[src/rtl/delay_mc_prog.sv]
// delay_mc_prog: multi-channel, run-time programmable, counter-timed matched-delay element
// Optional completion-hold timeout with sticky err is enabled by defining DELAY_TIMEOUT_EN.
module delay_mc_prog #(
    parameter int CH       = 4,
    parameter int DW       = 8,
    parameter int SYNC_STG = 2,
    parameter int PULSE    = 0,
    parameter int TO_CYC   = 255
) (
    input  logic             clk,
    input  logic             rst_n,
    input  logic [CH-1:0]    req,
    input  logic [CH*DW-1:0] dly_cfg,
    output logic [CH-1:0]    fin,
    output logic [CH-1:0]    busy,
    output logic [CH-1:0]    err,
    input  logic [CH-1:0]    err_clr
);
    typedef enum logic [1:0] {IDLE, COUNT, DONE, WAIT_LOW} state_t;
    for (genvar g = 0; g < CH; g++) begin : g_ch
        logic [SYNC_STG-1:0] sync;
        logic [DW-1:0]       cnt;
        logic [DW-1:0]       d;
        logic                req_s;
        logic                fin_q;
        logic                busy_q;
        state_t              st;
        state_t              nxt;
        assign req_s = sync[SYNC_STG-1];
        assign d     = dly_cfg[g*DW +: DW];
        // Any drop of req_s returns the channel to IDLE, aborting a count in flight.
        assign nxt = !req_s        ? IDLE :
                     (st == IDLE)  ? ((d <= DW'(1)) ? DONE : COUNT) :
                     (st == COUNT) ? ((cnt == DW'(1)) ? DONE : COUNT) :
                     (st == DONE)  ? ((PULSE != 0) ? WAIT_LOW : DONE) : WAIT_LOW;
        always_ff @(posedge clk or negedge rst_n) begin
            if (!rst_n) begin
                sync   <= '0;
                st     <= IDLE;
                cnt    <= '0;
                fin_q  <= 1'b0;
                busy_q <= 1'b0;
            end else begin
                sync   <= {sync[SYNC_STG-2:0], req[g]};
                st     <= nxt;
                fin_q  <= nxt == DONE;
                busy_q <= nxt != IDLE;
                // Loading every IDLE cycle is harmless: cnt is only consulted in COUNT.
                if (st == IDLE)
                    cnt <= d - DW'(1);
                else if (st == COUNT)
                    cnt <= cnt - DW'(1);
            end
        end
        assign fin[g]  = fin_q;
        assign busy[g] = busy_q;
`ifdef DELAY_TIMEOUT_EN
        localparam int TW = $clog2(TO_CYC + 1);
        logic [TW-1:0] to_cnt;
        logic          err_q;
        logic          hold;
        assign hold = (st == DONE) || (st == WAIT_LOW);
        always_ff @(posedge clk or negedge rst_n) begin
            if (!rst_n) begin
                to_cnt <= '0;
                err_q  <= 1'b0;
            end else begin
                to_cnt <= !hold ? '0 : (to_cnt == TW'(TO_CYC)) ? to_cnt : to_cnt + 1'b1;
                err_q  <= (hold && req_s && to_cnt == TW'(TO_CYC - 1)) || (err_q && !err_clr[g]);
            end
        end
        assign err[g] = err_q;
`else
        logic unused_clr;
        assign unused_clr = err_clr[g] ^ (TO_CYC == 0);
        assign err[g]     = 1'b0;
`endif
    end
endmodule

[config.mk]
export PLATFORM = sky130hd
export DESIGN_NAME = delay_mc_prog
export DESIGN_NICKNAME = d
export VERILOG_FILES = /design/src/rtl/delay_mc_prog.sv
export SDC_FILE = /design/constraint.sdc
export NUM_CORES = 1
export LEC_CHECK = 0
export ABC_AREA = 1
export BUFFER_PORTS_ARGS = -buffer_cell sky130_fd_sc_hd__buf_2
export CAP_MARGIN = 10
export CORE_UTILIZATION = 30
export CTS_CLUSTER_DIAMETER = 60
export DETAILED_ROUTE_END_ITERATION = 10
export PLACE_DENSITY = 0.49
export SLEW_MARGIN = 20
export SYNTH_ARGS = -nofsm -noshare
export SYNTH_HDL_FRONTEND = slang
export SYNTH_SLANG_ARGS = --single-unit
[constraint.sdc]
create_clock -name clk -period 3.1 [get_ports clk]
set_input_delay 0 -clock clk [delete_from_list [all_inputs] [get_ports clk]]
set_output_delay 0 -clock clk [all_outputs]
set_load 0.01 [all_outputs]
==> results_dict.tcl, run 1 <==
set metrics [dict create \
    place.gp.congestion 0.802 \
    clock.fmax_mhz 759 \
    dpl_worst_slack_ns 1.78 \
    min_path_type "in2reg" \
    grt_max_degree 34 \
    core_mm2 0.0116 \
    path_clk_slew_ns 0.07 \
    gr-usage-all-layers_pct 12.6 \
    finalCritPeriodShare_pct 42.5 \
    nFillCells 1239 \
    wl_per_cell_um 10.8 \
    nets 602 \
    cts_buffers 5 \
    wl_um 7450 \
    synth_most_common_cell "nand2_1" \
    slew_violations 0 \
    post_cts_buffers 0 \
    tritoncts "yes" \
    io_buffers 45 \
    initial_utilization_pct 31.1 \
    synth_area_mm2 0.00360 \
    worstPathRequired_ns 3.27 \
    first_pass_iters 7 \
    yosysTopAreaCellShare_pct 38.9 \
    cts-root-buf "clkbuf_16" \
    yosysWarnings 0 \
    route.vias.total 3081 \
    status "finished, violations left" \
    die_h_um 112 \
    syn_to_final_growth_pct 14.3 \
    synth.avg_cell_area_um2 7.22 \
    synth_top_cells_by_area "dfrtp_1 39%, nand2_1 12%, nand3_1 7.6%" \
    die_w_um 112 \
    ys_seq_area_share_pct 38.9 \
    tightestPinTransition_ns 0.749 \
    gr-total-overflow 0 \
    finClkSkew_ns 0.00620 \
    power_density_mw_per_mm2 580 \
    cts-htree-levels 2 \
    async_flop_share_pct 100 \
    die_area_mm2 0.0125 \
    cts.sinks 56 \
    drcViolationCount 10 \
    hold_violations 0 \
    slew_headroom_pct 50.0 \
    synth_common_cells "114 x nand2_1, 71 x inv_1, 66 x nor2_1, 56 x dfrtp_1, 55 x nand3_1" \
    rsz0062_at_grt "no" \
    clock_latency_ns 0.29 \
    hold_buffers 6 \
    postLayoutCellArea_mm2 0.00412 \
    syn_inst 499 \
    violations "design-rule violations" \
    cts.repair.resized 0 \
    first_iter_violations 109 \
    period_minus_slack_ns 1.32 \
    cp_max_fo 5 \
    placed_area_mm2 0.00392 \
    antenna_found_initial 0 \
    path_class "reg2reg" \
    dp_hpwl_um 5880 \
    ant_nets 0 \
    reg2reg_slack_ns 1.78 \
    pin_count 54 \
    layout-drive-gt1-share_pct 14.9 \
    ys.flop_type "dfrtp_1" \
    ys_types 37 \
    worstPathArrival_ns 1.49 \
    maxCapViolations 0 \
    total_power_uw 2390 \
    synth-seq-cells 56 \
    antenna_cells 0 \
    rows 39 \
    setup.worst_path.start_class "flip-flop" \
    ir_worst_vdd_v 0.000280 \
    setup_tns_ns 0 \
    first_global_vias 2907 \
    grt_pass1_wl_um 12800 \
    cts_max_path_buffers 2 \
    via_per_inst 4.48 \
    synth_edf_count 0 \
    p_leak_uw 0.00213 \
    cp-end-kind "flip-flop" \
    postLayoutSetupSlackWorst_ns 1.78 \
    setup_viol 0 \
    yosysTopAreaCell "dfrtp_1" \
]
## power by group
part / total [uW] / leakage (uW) / internal, uW / switching (uW)
Combinational: 792 / 0.00138 / 309 / 483
Clock: 557 / 0.0000663 / 298 / 259
Sequential: 1040 / 0.000682 / 888 / 153
## layout by cell type (no fill, tap or decap), types with 3 or more instances in the layout
cell type      Yosys  routed
inv_2             11      11
nand3_1           55      55
xnor2_1            7       7
nor2_2             6       6
nor3_1             5       5
nor2_1            66      66
o211ai_1           3       3
o21ai_1            8       8
dfrtp_1           56      56
o221ai_1           5       5
nand2_2            3       3
xor2_1             9       9
inv_1             71      71
nand2_1          114     114
clkbuf_16          0       5
o21ai_0           15      15
a21oi_1            8       8
ha_1              16      16
conb_1             1       4
nand4_1            6       6
dlygate4sd3_1      0       6
buf_2              1      45
nor2_4             3       3
## layout make-up
type | instances | area [um2] | share of cell area [%]
clock inverters | 2 | 16.3 | 0.395
clock buffers | 5 | 125 | 3.04
well taps | 143 | 179 | 4.35
repair buffers | 52 | 293 | 7.11
multi-input cells | 347 | 1790 | 43.6
inverters | 82 | 308 | 7.48
flip-flops and latches | 56 | 1400 | 34.0
## registers in the layout (all words and copies together), names as in the netlist
name and count:
g_ch.busy_q 4, g_ch.cnt 32, g_ch.fin_q 4, g_ch.st 8, g_ch.sync 8
## final timing paths
path                                      start  cells past startpoint               to
worst max-delay path             g_ch[0].cnt[0]                      5   g_ch[0].cnt[2]
worst min-delay path                 dly_cfg[8]                      2   g_ch[1].cnt[0]
worst max register to register   g_ch[0].cnt[0]                      5   g_ch[0].cnt[2]
worst min register to register  g_ch[0].sync[0]                      0  g_ch[0].sync[1]
max in group asynchronous                 rst_n                      3   g_ch[0].busy_q
min in group asynchronous                 rst_n                      2   g_ch[2].cnt[1]
## per-layer routing
layer | track usage, % | wire (um)
met1 | 17.1 | 3840
met4 | 3.60 | 83
met2 | 21.0 | 3310
met5 | 0 | 0
met3 | 1.91 | 218
## per-stage QoR
step	util, %	std cells	hold slack (ns)
after floorplan	-	502	-0.296
after global placement	33.9	674	0.108
after detailed placement	33.9	674	0.113
after CTS	35.6	687	0.00387
after global routing	35.6	687	0.0171
final	35.6	687	0.00482
## worst max-delay path, cell delays in order, from the launching register on
cell and delay, ns:
dfrtp_1 0.38, inv_1 0.13, ha_1 0.23, nand2_1 0.08, xor2_1 0.14, mux2_2 0.25
## cell families (layout without fill, tap and decap cells)
| family | count (synthesis) | count (layout) | synth area share, % |
|---|---|---|---|
| XOR/XNOR | 16 | 16 | 3.89 |
| AO/OA/AOI/OAI | 48 | 48 | 8.06 |
| buffers and inverters | 99 | 141 | 11.6 |
| AND/OR/NAND/NOR | 262 | 262 | 31.6 |
| multiplexers | 1 | 1 | 0.313 |
| adder cells (fa/ha/maj) | 16 | 16 | 5.56 |
| flip-flops | 56 | 56 | 38.9 |
| other | 1 | 4 | 0.104 |
Power figures use the tool's default switching activity.
==> run 2, diff against run 1 <==
- ABC_AREA: 1 -> 0
- PLACE_DENSITY: 0.49 -> 0.5
- clock period: 3.1 -> 1.25 ns (I/O delays scaled with it)
==> run 2 against run 1 <==
Effect of this change:
- the flow finishes with violations (negative setup slack)
- register-to-register slack got worse by 2.4 ns
- routed wire length rose by 16%
- clock power rose by 80%
- combinational power rose to 3.9 times the previous value
- cell count fell by 5.4%
- area after synthesis fell by 6.5%
- synthesized cell count fell by 28%
- clock skew rose by 0.0042 ns
- power rose to 2.8 times the previous value
- largest power group is now combinational cells
==> results_dict.tcl, run 2 <==
set metrics [dict create \
    status "finished, violations left" \
    violations "negative setup slack" \
    syn_inst 358 \
    synth_common_cells "56 x dfrtp_1, 31 x nor2_1, 29 x inv_1, 21 x a21oi_1, 19 x nand2_1" \
    cpPeakStageDelay_ns 0.55 \
    async_flop_share_pct 100 \
    crit_top_cell "or4_4" \
    path_class "reg2reg" \
    first_iter_violations 59 \
    reg2reg_slack_ns -0.58 \
    cts-root-buf "clkbuf_8" \
    hold_violations 0 \
    nets 567 \
    yosysTopAreaCell "dfrtp_1" \
    p_sw_share_pct 35.8 \
    path_clk_slew_ns 0.11 \
    gr-total-overflow 0 \
    tightestPinTransition_ns 0.694 \
    syn_to_final_growth_pct 52.9 \
    first_pass_iters 4 \
    synthXorXnorAreaFrac_pct 7.54 \
    clockPowerShare_pct 15.1 \
    synth_edf_count 0 \
    hold-worst-slack_ns 0.0160 \
    power_density_mw_per_mm2 1290 \
    synth_top_cells_by_area "dfrtp_1 42%, ha_1 5.9%, xor2_1 4.2%" \
    cpLargestDelayFamily "simple AND/OR/NAND/NOR gates" \
    reg2reg_to "g_ch[1].cnt[7]" \
    ir_worst_vdd_v 0.000757 \
    slowest_stage "or4_4" \
    synth.avg_cell_area_um2 9.41 \
    core_mm2 0.0109 \
    clock.fmax_mhz 547 \
    reg.largest.list "g_ch.cnt x32, g_ch.st x8, g_ch.sync x8" \
    finalCritPeriodShare_pct 146 \
    tritoncts "yes" \
    yosysTopAreaCellShare_pct 41.6 \
    slew_headroom_pct 53.7 \
    wl_um 8610 \
    worstSetupStartpoint "g_ch[1].cnt[5]" \
    rsz0062_at_grt "yes" \
    first_global_vias 3018 \
    hold_end "g_ch[0].cnt[6]" \
    ys.flop_type "dfrtp_1" \
    p_leak_uw 0.00231 \
    worstPathArrival_ns 2.01 \
    internal_power_uw 4270 \
    crit_cells 5 \
    synth_top_family_by_area "simple AND/OR/NAND/NOR gates" \
    cp_max_fo 2 \
    grt_pass1_wl_um 13600 \
    rr_worst_depth 5 \
    drcViolationCount 0 \
    io_buffers 45 \
    cts_buffers 5 \
    period_minus_slack_ns 1.83 \
    yosys.area_share.simple_pct 19.0 \
    final_common_cell "buf_4" \
    seq_power_share_pct 38.0 \
    ant_nets 0 \
    synth_area_mm2 0.00337 \
    pwr-share-comb_pct 47.0 \
    worstPathRequired_ns 1.43 \
    place.gp.congestion 0.765 \
    setup_viol 33 \
    min-delay-start "dly_cfg[6]" \
    route.vias.total 3103 \
    grt_max_degree 27 \
    dpl_worst_slack_ns -0.590 \
    rows 38 \
    finClkSkew_ns 0.0104 \
    ys_types 49 \
    via_per_inst 4.77 \
    cts_max_path_buffers 2 \
    regMostFlops "g_ch.cnt" \
    antenna_cells 0 \
    die_h_um 108 \
    synthMuxAreaShare_pct 3.56 \
    layout_common_cells "100 x buf_4, 51 x dfrtp_1, 45 x buf_2" \
    setup_tns_ns -6.49 \
    setup.worst_path.start_class "flip-flop" \
    initial_utilization_pct 30.9 \
    slew_violations 0 \
    largest_reg_flops 32 \
    gr-usage-all-layers_pct 14.6 \
    synth_most_common_cell "dfrtp_1" \
    ys_seq_area_share_pct 41.6 \
    cp-end-kind "flip-flop" \
    cts.sinks 56 \
    wl_per_cell_um 13.2 \
    whs_path_depth 3 \
    pin_count 54 \
    die_w_um 108 \
    antenna_found_initial 0 \
    postLayoutSetupSlackWorst_ns -0.577 \
    total_power_uw 6650 \
    min_path_type "in2reg" \
    critPathBufInv 1 \
    yosysWarnings 0 \
    clock_latency_ns 0.31 \
    synth-seq-cells 56 \
    layout-drive-gt1-share_pct 48.4 \
    worstPathCellList "or4_4, buf_4, or4_4, a21oi_2, a221oi_1" \
    die_area_mm2 0.0117 \
    maxCapViolations 0 \
    synth_fa_ha_area_share_pct 5.94 \
    p_sw_uw 2380 \
    dp_hpwl_um 6070 \
    synth_compound_area_share_pct 14.5 \
    r2r_start "g_ch[1].cnt[5]" \
    cts-htree-levels 2 \
]
-- run 2: cell types whose count changed in the layout (fill, tap and decap cells not counted), sizes merged, moves of 7 or more --
cell,delta
buf,+115
o21ai,-13
or3,+10
nand2,-99
nor2,-44
inv,-54
a221oi,+9
nor4,+8
xor2,+7
a21oi,+12
nand3,-51
or4,+9
mux2i,+12
-- run 2: worst reg2reg max path, delay by kind of cell (launching register included) --
family                 cells  cell delay (ns)
and+or+nand+nor            2             0.96
DFF                        1             0.40
AOI/OAI and AO/OA          2             0.20
buffers and inverters      1             0.15
-- run 2: power by group through the flow --
stage | Combinational [uW] | Sequential [uW] | Clock (uW)
CTS | 2790 | 2500 | 1060
detailed placement | 2310 | 2480 | 0
global placement | 2290 | 2480 | 0
finish | 3120 | 2530 | 1000
global route | 3390 | 2580 | 1120
floorplan | 1190 | 2480 | 0
-- run 2: per-layer routing --
layer / track usage (%) / vias up / wire, um
li1: - / 1539 / -
met1: 18.8 / 1514 / 3860
met2: 26.2 / 48 / 4470
met3: 2.17 / 2 / 226
met4: 2.64 / 0 / 48
met5: 0 / - / 0
-- run 2: worst max path at each step --
stage | slack, ns | to
final | -0.58 | g_ch[1].cnt[7]
after global routing | -0.62 | g_ch[1].fin_q
after CTS | -0.56 | g_ch[1].fin_q
after detailed placement | -0.59 | g_ch[2].st[0]
after global placement | -0.60 | g_ch[2].st[0]
after floorplan | -0.54 | g_ch[1].st[0]
-- run 2: layout make-up --
type | count | area, um2
fillers | 1033 | 5740
flip-flops and latches | 56 | 1410
clock inverters | 2 | 16.3
inverters | 29 | 114
multi-input cells | 250 | 2130
repair buffers | 167 | 1230
well taps | 140 | 175
clock buffers | 6 | 72.6
-- run 2: what timing repair did --
item / in CTS / in global routing
resized for setup: 64 / 36
buffers inserted: 13 / 14
cloned: 0 / 0
setup endpoints to repair: 35 / 39
pin swaps: 29 / 23
hold endpoints to repair: 27 / 0
hold buffers: 6 / 0
-- run 2: cell families after synthesis --
family / after synthesis
xor gates and xnor gates: 29
AOI/OAI and AO/OA: 72
DFF: 56
other: 1
muxes: 12
and+or+nand+nor: 117
buffers and inverters: 55
adders and majority gates: 16
-- run 2: stage by stage --
step	util [%]	cells	area, um2
2_1_floorplan	-	361	3460
3_3_place_gp	40.6	611	4420
3_5_place_dp	40.6	611	4420
4_1_cts	45.1	638	4910
5_1_grt	47.3	650	5150
6_report	47.3	650	5150
==> run 3, diff against run 2 <==
- CELL_PAD_IN_SITES_DETAIL_PLACEMENT: not set -> 1
- CELL_PAD_IN_SITES_GLOBAL_PLACEMENT: not set -> 2
- PLACE_DENSITY: 0.5 -> 0.72
- SLEW_MARGIN: 20 -> 40
==> run 3 against run 2 <==
Effect of this change:
- highest routed layer unchanged
- combinational power is 6.4% higher
- via count is 2.0% higher
- fmax is 0.38% lower
- die area stayed put
- critical path depth is 1 lower
- largest cell class unchanged
- clock skew is 0.0050 ns lower
- worst hold slack better by 0.0042 ns
- sequential share of layout area is 0.38 points lower
- the run still ends with negative setup slack left
- final area is 1.6% higher
==> results_dict.tcl, run 3 (synthesis results as in run 2) <==
set metrics [dict create \
    ir_worst_vdd_v 0.000633 \
    route.vias.total 3165 \
    final_cells 655 \
    min_path_type "in2reg" \
    period_minus_slack_ns 1.83 \
    violations "negative setup slack" \
    ant_nets 0 \
    reg2reg_to "g_ch[2].st[0]" \
    worstSetupEndpoint "g_ch[2].st[0]" \
    first_pass_iters 4 \
    grt_pass1_wl_um 15700 \
    finalCritPeriodShare_pct 147 \
    layout_common_cells "109 x buf_4, 49 x dfrtp_1, 45 x buf_2" \
    pin_count 54 \
    nets 572 \
    layout-drive-gt1-share_pct 49.5 \
    drcViolationCount 0 \
    p_leak_uw 0.00234 \
    cts_max_path_buffers 2 \
    tritoncts "yes" \
    total_power_uw 7010 \
    wl_um 9430 \
    status "finished, violations left" \
    final_core_util_pct 48.1 \
    min-delay-start "dly_cfg[14]" \
    reg2reg_slack_ns -0.58 \
    cts_buffers 5 \
    antenna_found_initial 0 \
    rsz0062_at_grt "yes" \
    gr-usage-all-layers_pct 17.0 \
    slew_violations 0 \
    placed_cells 608 \
    initial_utilization_pct 30.9 \
    postLayoutCellArea_mm2 0.00523 \
    via_per_inst 4.83 \
    setup_tns_ns -6.95 \
    clock.fmax_mhz 545 \
    r2r_start "g_ch[2].cnt[4]" \
    gr-total-overflow 0 \
    nFillCells 1235 \
    setup_viol 32 \
    cp-end-kind "flip-flop" \
    finClkSkew_ns 0.00546 \
    grt_max_degree 57 \
    first_global_vias 3407 \
    postLayoutSetupSlackWorst_ns -0.584 \
    regMostFlops "g_ch.cnt" \
    path_class "reg2reg" \
    cts.sinks 56 \
    final_common_cell "buf_4" \
    rows 38 \
    die_h_um 108 \
    io_buffers 45 \
    reg.largest.list "g_ch.cnt x32, g_ch.st x8, g_ch.sync x8" \
    place.gp.congestion 0.801 \
    first_iter_violations 122 \
    largest_reg_flops 32 \
    wl_per_cell_um 14.4 \
    cp_max_fo 2 \
    cts-htree-levels 2 \
    power_density_mw_per_mm2 1340 \
    die_w_um 108 \
    clock_latency_ns 0.30 \
    die_area_mm2 0.0117 \
    worstPathRequired_ns 1.42 \
    path_clk_slew_ns 0.10 \
    setup.worst_path.start_class "flip-flop" \
    worstPathArrival_ns 2.01 \
    worstSetupStartpoint "g_ch[2].cnt[4]" \
    antenna_cells 0 \
    syn_to_final_growth_pct 55.3 \
    dp_hpwl_um 6680 \
    rr_worst_depth 4 \
    hold_violations 0 \
    core_mm2 0.0109 \
    maxCapViolations 0 \
    placed_area_mm2 0.00439 \
    cts-root-buf "clkbuf_8" \
]
-- run 3: changes by cell type in the layout (fill, tap and decap cells not counted), sizes merged --
cell      delta
bufinv       +1
buf          +5
clkinvlp     -1
-- run 3: layout make-up --
class | count | area, um2 | share of cell area, %
clock buffer | 6 | 72.6 | 1.39
tap | 140 | 175 | 3.35
inverter | 29 | 111 | 2.13
timing repair buffer | 172 | 1260 | 24.0
sequential | 56 | 1410 | 26.9
multi-input combinational | 250 | 2170 | 41.5
clock inverter | 2 | 35.0 | 0.669
-- run 3: per-stage QoR --
| step | hold slack (ns) | worst slack (ns) |
|---|---|---|
| 6_report | 0.0202 | -0.584 |
| 5_1_grt | 0.0113 | -0.621 |
| 4_1_cts | 0.00986 | -0.589 |
| 3_5_place_dp | 0.0291 | -0.647 |
| 3_3_place_gp | 0.0259 | -0.548 |
| 2_1_floorplan | -0.296 | -0.540 |
-- run 3: metal layers --
layer,up-vias,global-route usage (%),share of wire (%)
met5,-,0,0
met4,0,3.33,0.66
met3,4,2.11,1.9
met2,45,31.4,53
met1,1565,21.1,44
li1,1551,-,-
-- run 3: report_power, final --
part | total (uW) | switching [uW] | internal [uW]
clock | 1180 | 586 | 596
sequential | 2510 | 345 | 2160
combinational | 3320 | 1540 | 1790
-- run 3: how the worst min path moves through the flow --
stage | depth (start not counted) | endpoint
final | 3 | g_ch[1].cnt[6]
after floorplan | 0 | g_ch[0].busy_q
after CTS | 3 | g_ch[1].cnt[6]
after detailed placement | 2 | g_ch[3].cnt[5]
after global routing | 3 | g_ch[1].cnt[6]
after global placement | 2 | g_ch[1].busy_q
-- run 3: critical path, cell delays in order (launching register included) --
cell and delay [ns]:
dfrtp_1 0.40, or4_4 0.54, or4b_4 0.52, o21ai_4 0.16
a21boi_1 0.08
-- run 3: timing repair --
action,4_1_cts,5_1_grt
endpoints found under the hold margin,61,0
gates cloned,0,0
pin swaps,28,25
resized for setup,59,46
setup endpoints to repair,34,39
buffers inserted,20,16
hold buffers,6,0
